`config.mk`:
```
export PLATFORM = sky130hd
export DESIGN_NAME = mdu_iter
export DESIGN_NICKNAME = d
export VERILOG_FILES = /design/src/rtl/mdu_iter_pkg.sv /design/src/rtl/mdu_div_step.sv /design/src/rtl/mdu_iter.sv
export SDC_FILE = /design/constraint.sdc
export NUM_CORES = 2
export LEC_CHECK = 0
export BUFFER_PORTS_ARGS = -buffer_cell sky130_fd_sc_hd__clkbuf_2
export CAP_MARGIN = 15
export CORE_ASPECT_RATIO = 0.8
export CORE_MARGIN = 5
export CORE_UTILIZATION = 55
export DETAILED_ROUTE_END_ITERATION = 6
export GPL_TIMING_DRIVEN = 0
export PLACE_DENSITY = 0.8
export SETUP_SLACK_MARGIN = 0.02
export SLEW_MARGIN = 0
export SYNTH_ARGS = -nofsm -noshare
export SYNTH_HDL_FRONTEND = slang
export SYNTH_SLANG_ARGS = --single-unit
```
`constraint.sdc`:
```
create_clock -name clk -period 7.5 [get_ports clk]
set_input_delay 0.375 -clock clk [delete_from_list [all_inputs] [get_ports clk]]
set_output_delay 0.375 -clock clk [all_outputs]
set_load 0.005 [all_outputs]
```
`src/rtl/mdu_iter_pkg.sv`:
```
`timescale 1ns/1ps
// Shared encodings for the iterative multiply/divide unit: op codes, FSM states,
// divide iteration count and a two's-complement magnitude helper.
package mdu_iter_pkg;

  typedef enum logic [2:0] {
    MDU_NONE  = 3'd0,
    MDU_MULT  = 3'd1,
    MDU_MULTU = 3'd2,
    MDU_DIV   = 3'd3,
    MDU_DIVU  = 3'd4,
    MDU_MTHI  = 3'd5,
    MDU_MTLO  = 3'd6
  } mdu_op_e;

  typedef enum logic [1:0] {
    StIdle = 2'd0,
    StMul  = 2'd1,
    StDiv  = 2'd2,
    StDone = 2'd3
  } mdu_state_e;

  localparam int unsigned DIV_CYCLES = 32;
  localparam int unsigned CntW       = 5;

  // 0x80000000 maps to itself, which the divider treats as the unsigned magnitude 2^31.
  function automatic logic [31:0] absVal(input logic [31:0] v);
    return v[31] ? -v : v;
  endfunction

endpackage

```
`src/rtl/mdu_div_step.sv`:
```
`timescale 1ns/1ps
// One restoring-division iteration: shift the next dividend bit into the partial
// remainder and subtract the divisor if it fits.
module mdu_div_step (
  input  logic [31:0] remIn,
  input  logic        dividendBit,
  input  logic [31:0] divisor,
  output logic [31:0] remOut,
  output logic        quotBit
);

  logic [32:0] shifted;
  logic [32:0] trial;

  assign shifted = {remIn, dividendBit};
  assign trial   = shifted - {1'b0, divisor};
  // The partial remainder stays below the divisor, so bit 32 of the trial is a pure borrow.
  assign quotBit = ~trial[32];
  assign remOut  = quotBit ? trial[31:0] : shifted[31:0];

endmodule

```
`src/rtl/mdu_iter.sv`:
```
`timescale 1ns/1ps
// Multi-cycle multiply/divide unit owning HI/LO. Ready low stalls the front of the
// pipeline; results commit to HI/LO on the edge that leaves DONE.
module mdu_iter #(
  parameter int unsigned MUL_CYCLES = 2,
  parameter int unsigned DIV_CYCLES = 32
) (
  input  logic        clk,
  input  logic        resetn,
  input  logic [2:0]  MDUOpE,
  input  logic [31:0] SrcAE,
  input  logic [31:0] SrcBE,
  input  logic        ExceptDealM,
  input  logic        DataStall,
  output logic        MDUReadyE,
  output logic [31:0] HiOut,
  output logic [31:0] LoOut
);
  import mdu_iter_pkg::*;

  mdu_state_e       stateQ, stateD;
  logic [CntW-1:0]  cntQ, cntD;
  logic [31:0]      opAQ, opAD, opBQ, opBD;
  logic [31:0]      remQ, remD, quotQ, quotD;
  logic [31:0]      resHiQ, resHiD, resLoQ, resLoD;
  logic [31:0]      hiQ, hiD, loQ, loD;
  logic             mulSignedQ, mulSignedD;
  logic             negQuotQ, negQuotD, negRemQ, negRemD;

  logic             isMulOp, isDivOp, divSigned;
  logic [63:0]      prodA, prodB, prod;
  logic [31:0]      remNext, quotNext;
  logic             quotBit;

  assign isMulOp   = (MDUOpE == MDU_MULT) || (MDUOpE == MDU_MULTU);
  assign isDivOp   = (MDUOpE == MDU_DIV) || (MDUOpE == MDU_DIVU);
  assign divSigned = (MDUOpE == MDU_DIV);

  assign MDUReadyE = ((stateQ == StIdle) && !(isMulOp || isDivOp)) || (stateQ == StDone);
  assign HiOut     = hiQ;
  assign LoOut     = loQ;

  // Extending to 64 bits gives the same low 64 product bits as a 33x33 signed multiply.
  assign prodA = {{32{mulSignedQ & opAQ[31]}}, opAQ};
  assign prodB = {{32{mulSignedQ & opBQ[31]}}, opBQ};
  assign prod  = prodA * prodB;

  mdu_div_step u_div_step (
    .remIn      (remQ),
    .dividendBit(quotQ[31]),
    .divisor    (opBQ),
    .remOut     (remNext),
    .quotBit    (quotBit)
  );

  assign quotNext = {quotQ[30:0], quotBit};

  always_comb begin
    stateD     = stateQ;
    cntD       = cntQ;
    opAD       = opAQ;
    opBD       = opBQ;
    remD       = remQ;
    quotD      = quotQ;
    resHiD     = resHiQ;
    resLoD     = resLoQ;
    hiD        = hiQ;
    loD        = loQ;
    mulSignedD = mulSignedQ;
    negQuotD   = negQuotQ;
    negRemD    = negRemQ;

    unique case (stateQ)
      StIdle: begin
        if (!ExceptDealM) begin
          if (isMulOp) begin
            opAD       = SrcAE;
            opBD       = SrcBE;
            mulSignedD = (MDUOpE == MDU_MULT);
            cntD       = CntW'(MUL_CYCLES - 1);
            stateD     = StMul;
          end else if (isDivOp) begin
            // quotD starts as the dividend and fills with quotient bits as it shifts out.
            quotD    = divSigned ? absVal(SrcAE) : SrcAE;
            opBD     = divSigned ? absVal(SrcBE) : SrcBE;
            remD     = '0;
            negQuotD = divSigned & (SrcAE[31] ^ SrcBE[31]);
            negRemD  = divSigned & SrcAE[31];
            cntD     = CntW'(DIV_CYCLES - 1);
            stateD   = StDiv;
          end else if (!DataStall) begin
            if (MDUOpE == MDU_MTHI) hiD = SrcAE;
            if (MDUOpE == MDU_MTLO) loD = SrcAE;
          end
        end
      end
      StMul: begin
        if (ExceptDealM) begin
          stateD = StIdle;
        end else begin
          resHiD = prod[63:32];
          resLoD = prod[31:0];
          if (cntQ == '0) stateD = StDone;
          else            cntD   = cntQ - 1'b1;
        end
      end
      StDiv: begin
        if (ExceptDealM) begin
          stateD = StIdle;
        end else begin
          remD  = remNext;
          quotD = quotNext;
          if (cntQ == '0) begin
            resLoD = negQuotQ ? -quotNext : quotNext;
            resHiD = negRemQ  ? -remNext  : remNext;
            stateD = StDone;
          end else begin
            cntD = cntQ - 1'b1;
          end
        end
      end
      StDone: begin
        if (ExceptDealM) begin
          stateD = StIdle;
        end else if (!DataStall) begin
          hiD    = resHiQ;
          loD    = resLoQ;
          stateD = StIdle;
        end
      end
      default: stateD = StIdle;
    endcase
  end

  always_ff @(posedge clk or negedge resetn) begin
    if (!resetn) begin
      stateQ     <= StIdle;
      cntQ       <= '0;
      opAQ       <= '0;
      opBQ       <= '0;
      remQ       <= '0;
      quotQ      <= '0;
      resHiQ     <= '0;
      resLoQ     <= '0;
      hiQ        <= '0;
      loQ        <= '0;
      mulSignedQ <= 1'b0;
      negQuotQ   <= 1'b0;
      negRemQ    <= 1'b0;
    end else begin
      stateQ     <= stateD;
      cntQ       <= cntD;
      opAQ       <= opAD;
      opBQ       <= opBD;
      remQ       <= remD;
      quotQ      <= quotD;
      resHiQ     <= resHiD;
      resLoQ     <= resLoD;
      hiQ        <= hiD;
      loQ        <= loD;
      mulSignedQ <= mulSignedD;
      negQuotQ   <= negQuotD;
      negRemQ    <= negRemD;
    end
  end

endmodule

```
Yosys cells after proc, flatten, opt, wreduce, memory -nomap -nowiden
Index checks and enable logic that the tools add are counted.
{ "classes": {"eq_ne": 26, "n_addsub": 6, "reduce_logical": 23, "n_mux": 57, "n_mul": 1, "bitwise_logic": 8} }
{ "ops": {"columns": ["cell", "count"], "rows": [
  ["$mux W32", 37],
  ["$pmux W32 S2", 6],
  ["$neg A32 Y32", 4],
  ["$mul A33 B33 Y64", 1],
  ["$sub A33 B32 Y33", 1],
  ["$mux W5", 5],
  ["$ne A2 B2 Y1 const B", 12],
  ["$reduce_and A8 Y1", 2],
  ["$mux W2", 7],
  ["$reduce_and A4 Y1", 3],
  ["$pmux W5 S2", 1],
  ["$reduce_and A5 Y1", 2],
  ["$reduce_bool A2 Y1", 5],
  ["$eq A3 B3 Y1 const B", 3],
  ["$eq A3 B2 Y1 const B", 2],
  ["$ne A3 B3 Y1 const B", 2],
  ["$pmux W2 S3", 1],
  ["$reduce_and A3 Y1", 2],
  ["$logic_not A5 Y1", 1],
  ["$sub A5 B1 Y5 const B", 1],
  ["$and A1 B1 Y1", 4],
  ["$eq A2 B2 Y1 const B", 2],
  ["$logic_or A1 B1 Y1", 4],
  ["$ne A2 B1 Y1 const B", 2],
  ["other kinds (9)", 11]
]} }
{ "word_totals": {"output_inout_bits": 65, "inputBits": 71, "elab_cells": 134, "ff_bits": 266} }

Depth between registers and ports, before layout
{ "logic_depth": {"depth_word": 7, "ltp_mapped": 32, "ltp_nobuf": 30} }

Cells and area by module
From an unflattened synthesis, not the netlist that was laid out.
{ "hier_totals": {"hier_cells": 6100, "hier_area_um2": 54090.6} }
{ "by_module_without_submodules": {"columns": ["mod", "area_each_um2", "seq_area_each_um2", "cells_per_inst", "instances"], "rows": [
  ["mdu_iter", 51784.7, 6656.4, 5792, 1],
  ["mdu_div_step", 2306.0, 0.0, 308, 1]
]} }

Worst setup path before layout
No wires, ideal clock.
{ "synth_path": {"path_kind": "register -> register", "start": "reg mulSignedQ", "end": "reg resHiQ[28]", "setup_time_ns": 0.128, "n_path_buf": 2, "period_less_slack_ns": 8.077, "path_stages_with_launch": 29, "path_slack_ns": -0.577, "arrival_ns": 7.949, "t_required_ns": 7.372, "path_cell_list": "dfrtp_1 -> clkbuf_1 -> clkbuf_1 -> and3_1 -> fa_1 -> fa_1 -> fa_1 -> inv_1 -> fa_1 -> inv_1 -> fa_1 -> fa_1 -> fa_1 -> inv_1 -> fa_1 -> inv_1 -> ha_1 -> nand2_1 -> nor2_1 -> nand3_1 -> nor4_1 -> o211ai_1 -> a21boi_0 -> a21oi_1 -> o311ai_0 -> a21oi_1 -> or3b_2 -> a32oi_1 -> o21ai_1"} }
{ "synth_between": {"elab_chain_cells": 4, "elab_cells_between_ends": 5, "cone_classes": "mul: 1; mux: 2; bitwise: 2"} }
{ "synth_lines": {"columns": ["item", "line_no", "source"], "rows": [
  ["start: declaration", "mdu_iter.sv:27", "logic mulSignedQ, mulSignedD;"],
  ["start signal: assignment", "mdu_iter.sv:161", "mulSignedQ <= mulSignedD;"],
  ["$and A1 B1 Y1 (on tied branches)", "mdu_iter.sv:44, mdu_iter.sv:45", null],
  ["$mul A33 B33 Y64 (*)", "mdu_iter.sv:46", "assign prod = prodA * prodB;"],
  ["$mux W32 (*)", "mdu_iter.sv:98", "if (ExceptDealM) begin"],
  ["$pmux W32 S2 (*)", "mdu_iter.sv:73", "unique case (stateQ)"],
  ["end signal: assignment", "mdu_iter.sv:157", "resHiQ <= resHiD;"],
  ["end: declaration", "mdu_iter.sv:25", "logic [31:0] resHiQ, resHiD, resLoQ, resLoD;"]
]} }
Every way passes the cells marked *; elsewhere a longest branch is shown, timed or not. The select of a mux whose other input is x is not followed.
A chain may end at the register's enable or synchronous reset.

Final worst setup path
{ "layout_path": {"start": "reg opAQ[31]", "end": "reg resHiQ[28]"} }
{ "layout_between": {"elab_chain_cells": 4} }
{ "layout_lines": {"columns": ["item", "line_no", "source"], "rows": [
  ["start: declaration", "mdu_iter.sv:23", "logic [31:0] opAQ, opAD, opBQ, opBD;"],
  ["start signal: assignment", "mdu_iter.sv:153", "opAQ <= opAD;"],
  ["$and A1 B1 Y1", "mdu_iter.sv:44", "assign prodA = {{32{mulSignedQ & opAQ[31]}}, opAQ};"],
  ["$mul A33 B33 Y64 (*)", "mdu_iter.sv:46", null],
  ["$mux W32 (*)", "mdu_iter.sv:98", null],
  ["$pmux W32 S2 (*)", "mdu_iter.sv:73", null]
]} }
Marked as above.

==> impl_metrics.csv <==
group,metric,value,unit
timing,slew_headroom,0.0938,
setup_path,critPathLaunchType,"flop",
grt,first_global_vias,48042,
final_layout,most-common-layout-cells,"sky130_fd_sc_hd__inv_1 (1148), sky130_fd_sc_hd__fa_1 (1084), sky130_fd_sc_hd__nand2_1 (1000)",
grt,globalRouteOverflowTotal,0,
detailed_routing,detailroute.via_count,47953,
logic_synthesis,post_synth_instance_area,54400,µm²
clock_network,clockBufferDepth,3,
logic_synthesis,synth_async_sr_flop_share,1.00,
setup_path,r2r_setup_slack,-1.03,ns
hold_path,min_from,"SrcBE[6]",
hold_path,class_of_the_worst_hold_path,"in -> reg",
logic_synthesis,post_synth_inst_count,6160,
floorplanning,dieHeight,291,µm
logic_synthesis,synthesis.yosys.warnings,0,
setup_path,worst_path_cell_with_the_longest_stage_delay,"sky130_fd_sc_hd__fa_2",
grt,grt_max_degree,108,
final_layout,finalNonFillerCells,7856,
setup_path,rr_worst_depth,29,
floorplanning,core,98500,µm²
timing,total_negative_setup_slacks,-22.39,ns
final_layout,layout-area-overhead-vs-synth,15.4,%
grt,first_pass_grt_wire_length,323000,µm
setup_path,critical_path.max_stage_delay,0.67,ns
placed_design,post-place-cells,7613,
timing,fin_ws,-1.03,ns
setup_path,cp_max_fo,10,
clock_network,cts.root.buffer_cell,"sky130_fd_sc_hd__clkbuf_16",
final_layout,total_non_filler_cell_area_in_the_finished_layout,62800,µm²
logic_synthesis,synthTopCellsByArea,"sky130_fd_sc_hd__fa_1 (41%), sky130_fd_sc_hd__dfrtp_1 (12%), sky130_fd_sc_hd__inv_1 (8.2%)",
logic_synthesis,synth-seq-area-share,0.122,
placed_design,dpl_cell_area,57000,µm²
grt,initial_antenna_violation_count,24,
outcome,result_of_the_run,"finished, violations left",
logic_synthesis,post-synth-top-area-fraction,0.414,
setup_path,required_time_of_the_worst_setup_path,7.93,ns
placed_design,global_placer_s_final_weighted_congestion,1.11,
timing,fin_clk_skew,0.0140,ns
placed_design,detailedPlace.worstSlack,-3.06,ns
job,maxCapViolations,0,
floorplanning,fp-row-count,103,
logic_synthesis,synth-main-ff-cell,"sky130_fd_sc_hd__dfrtp_1",
clock_network,clock_tree_from_tritoncts,"done",
logic_synthesis,synthesis.nets,7612,
detailed_routing,via_per_inst,6.10,
timing,hold_violations,0,
floorplanning,ios,136,
setup_path,worstPathArrival,8.95,ns
final_layout,post_route_cells_drive_above_1_share,0.154,
placed_design,portBuffers,135,
timing,maxSlewViolCount,0,
timing,grt_setup_unrepaired,"true",
logic_synthesis,post_synth_num_cell_types,86,
logic_synthesis,synthesis.area_per_instance,8.84,µm²
timing,worst_pin_slew,1.35,ns
logic_synthesis,synth_edf_count,0,
placed_design,dp.final_hpwl,176000,µm
detailed_routing,drt.antenna.violating_nets,0,
setup_path,end_kind,"flop",
setup_path,critPathKind,"reg -> reg",
final_layout,nNetsFinal,7956,
outcome,failed_checks,"setup timing",
clock_network,cts_made_buffers,26,
clock_network,insertion_delay,0.59,ns
detailed_routing,detail_route.drc_violations,0,
grt,gr-usage-all-layers,0.419,
final_layout,most_common_cell_after_layout_fill_and_taps_aside,"sky130_fd_sc_hd__inv_1",
floorplanning,dieWidth,362,µm
floorplanning,floorplan.initialDensity,0.553,
timing,finalSetupViolCount,38,
detailed_routing,firstDrtPassIters,6,
setup_path,crit-reg2reg-launch,"opAQ[31]",
logic_synthesis,synth.ff_latch_count,266,
detailed_routing,avgRoutedWirePerCell,28.3,µm
timing,tmin_final,8.53,ns
floorplanning,die_area,105000,µm²
timing,min_period_over_period,1.14,
clock_network,clock_sinks,266,
hold_path,min_path_cells,3,
timing,timing.fmax,0.117,GHz
clock_network,cts.htree.levels,1,
clock_network,clk_transition_reported_paths,0.07,ns
logic_synthesis,synth_area_leader_cell,"sky130_fd_sc_hd__fa_1",
detailed_routing,detail_route.iter0.violations,6480,
final_layout,num-fill-cells,8068,
hold_path,hold_end,"opBQ[6]",
detailed_routing,wirelength,222000,µm
setup_path,rr_endpoint,"resHiQ[28]",
## stage by stage
stage          utilization  hold WS [ns]
4_1_cts              0.629        0.0903
3_3_place_gp         0.578         0.467
6_report             0.638         0.108
2_1_floorplan            -        0.0794
5_1_grt              0.637         0.110
3_5_place_dp         0.579         0.427
## logic make-up (layout without fill, tap and decap cells)
family                   after synthesis  after routing  share of synthesized area
AO/OA/AOI/OAI                        832            832                     0.0913
XOR/XNOR                             206            206                     0.0331
adder cells (fa/ha/maj)             1381           1381                      0.473
buffers and inverters               1532           1895                      0.106
flip-flops                           266            266                      0.122
multiplexers                          75             75                     0.0147
other                                  0             21                          0
AND/OR/NAND/NOR                     1868           1868                      0.160
## cells in the mapped netlist, drive strengths merged (11+ instances only)
library cell / instances
nor2: 191
inv: 1187
and3: 32
nand2: 1014
nand3: 43
xor2: 81
or2: 16
o211ai: 17
mux2: 40
nand4: 18
ha: 255
mux2i: 35
xnor2: 125
a21oi: 254
nor2b: 46
nand2b: 31
fa: 1126
buf: 20
o21a: 18
nor4: 23
o21ai: 310
nor3b: 11
o41ai: 13
a21o: 64
a211oi: 21
nor3: 38
a211o: 14
clkbuf: 324
o31ai: 27
and2: 353
or4: 11
or3: 19
dfrtp: 266
a31oi: 21
## sequential cells by signal, summed over array words and instances (netlist names), 2 cells and up
register,cells
HiOut,32
LoOut,32
cntQ,5
opAQ,32
opBQ,32
quotQ,32
remQ,32
resHiQ,32
resLoQ,32
stateQ,2
## final cells by class
class | count | area [µm²] | share of cell area
Multi-Input combinational cell | 4362 | 43600 | 0.694
Antenna cell | 21 | 52.6 | 0.000837
Sequential cell | 266 | 6780 | 0.108
Tap cell | 1312 | 1640 | 0.0261
Clock buffer | 35 | 776 | 0.0124
Clock inverter | 12 | 103 | 0.00163
Buffer | 320 | 2860 | 0.0456
Inverter | 1188 | 4480 | 0.0714
Timing Repair Buffer | 340 | 2530 | 0.0403
## worst max path at each step
stage / startpoint / end / slack [ns]
2_1_floorplan: mulSignedQ / resHiQ[28] / -0.20
3_3_place_gp: opBQ[7] / resHiQ[29] / -2.99
3_5_place_dp: opBQ[7] / resHiQ[31] / -3.06
4_1_cts: opBQ[1] / resHiQ[29] / -0.81
5_1_grt: opBQ[0] / resHiQ[29] / -1.24
6_report: opAQ[31] / resHiQ[28] / -1.03
## timing repair
action / CTS / global route
gates resized for setup: 810 / 136
setup endpoints to repair: 47 / 42
pin swaps: 152 / 98
hold buffers: 1 / 0
setup buffers: 153 / 45
gates cloned: 2 / 1
endpoints found under the hold margin: 69 / 0
## worst max-delay path, delay by kind of cell, from the launching register on
family	cells	cell delay, ns
adder cells (fa/ha/maj)	9	4.55
AND/OR/NAND/NOR	4	0.99
flip-flops	1	0.44
AO/OA/AOI/OAI	7	1.20
buffers and inverters	9	1.17
## layer usage
metal / GRT usage / routed length, µm / vias up
li1: - / - / 19511
met1: 0.573 / 83200 / 23991
met2: 0.552 / 85200 / 3681
met3: 0.207 / 38300 / 748
met4: 0.203 / 15100 / 22
met5: 0 / 350 / -
Power is left out: the tool's default activity adds up to more than one toggle a clock period on the data nets, which glitch-free logic cannot reach.
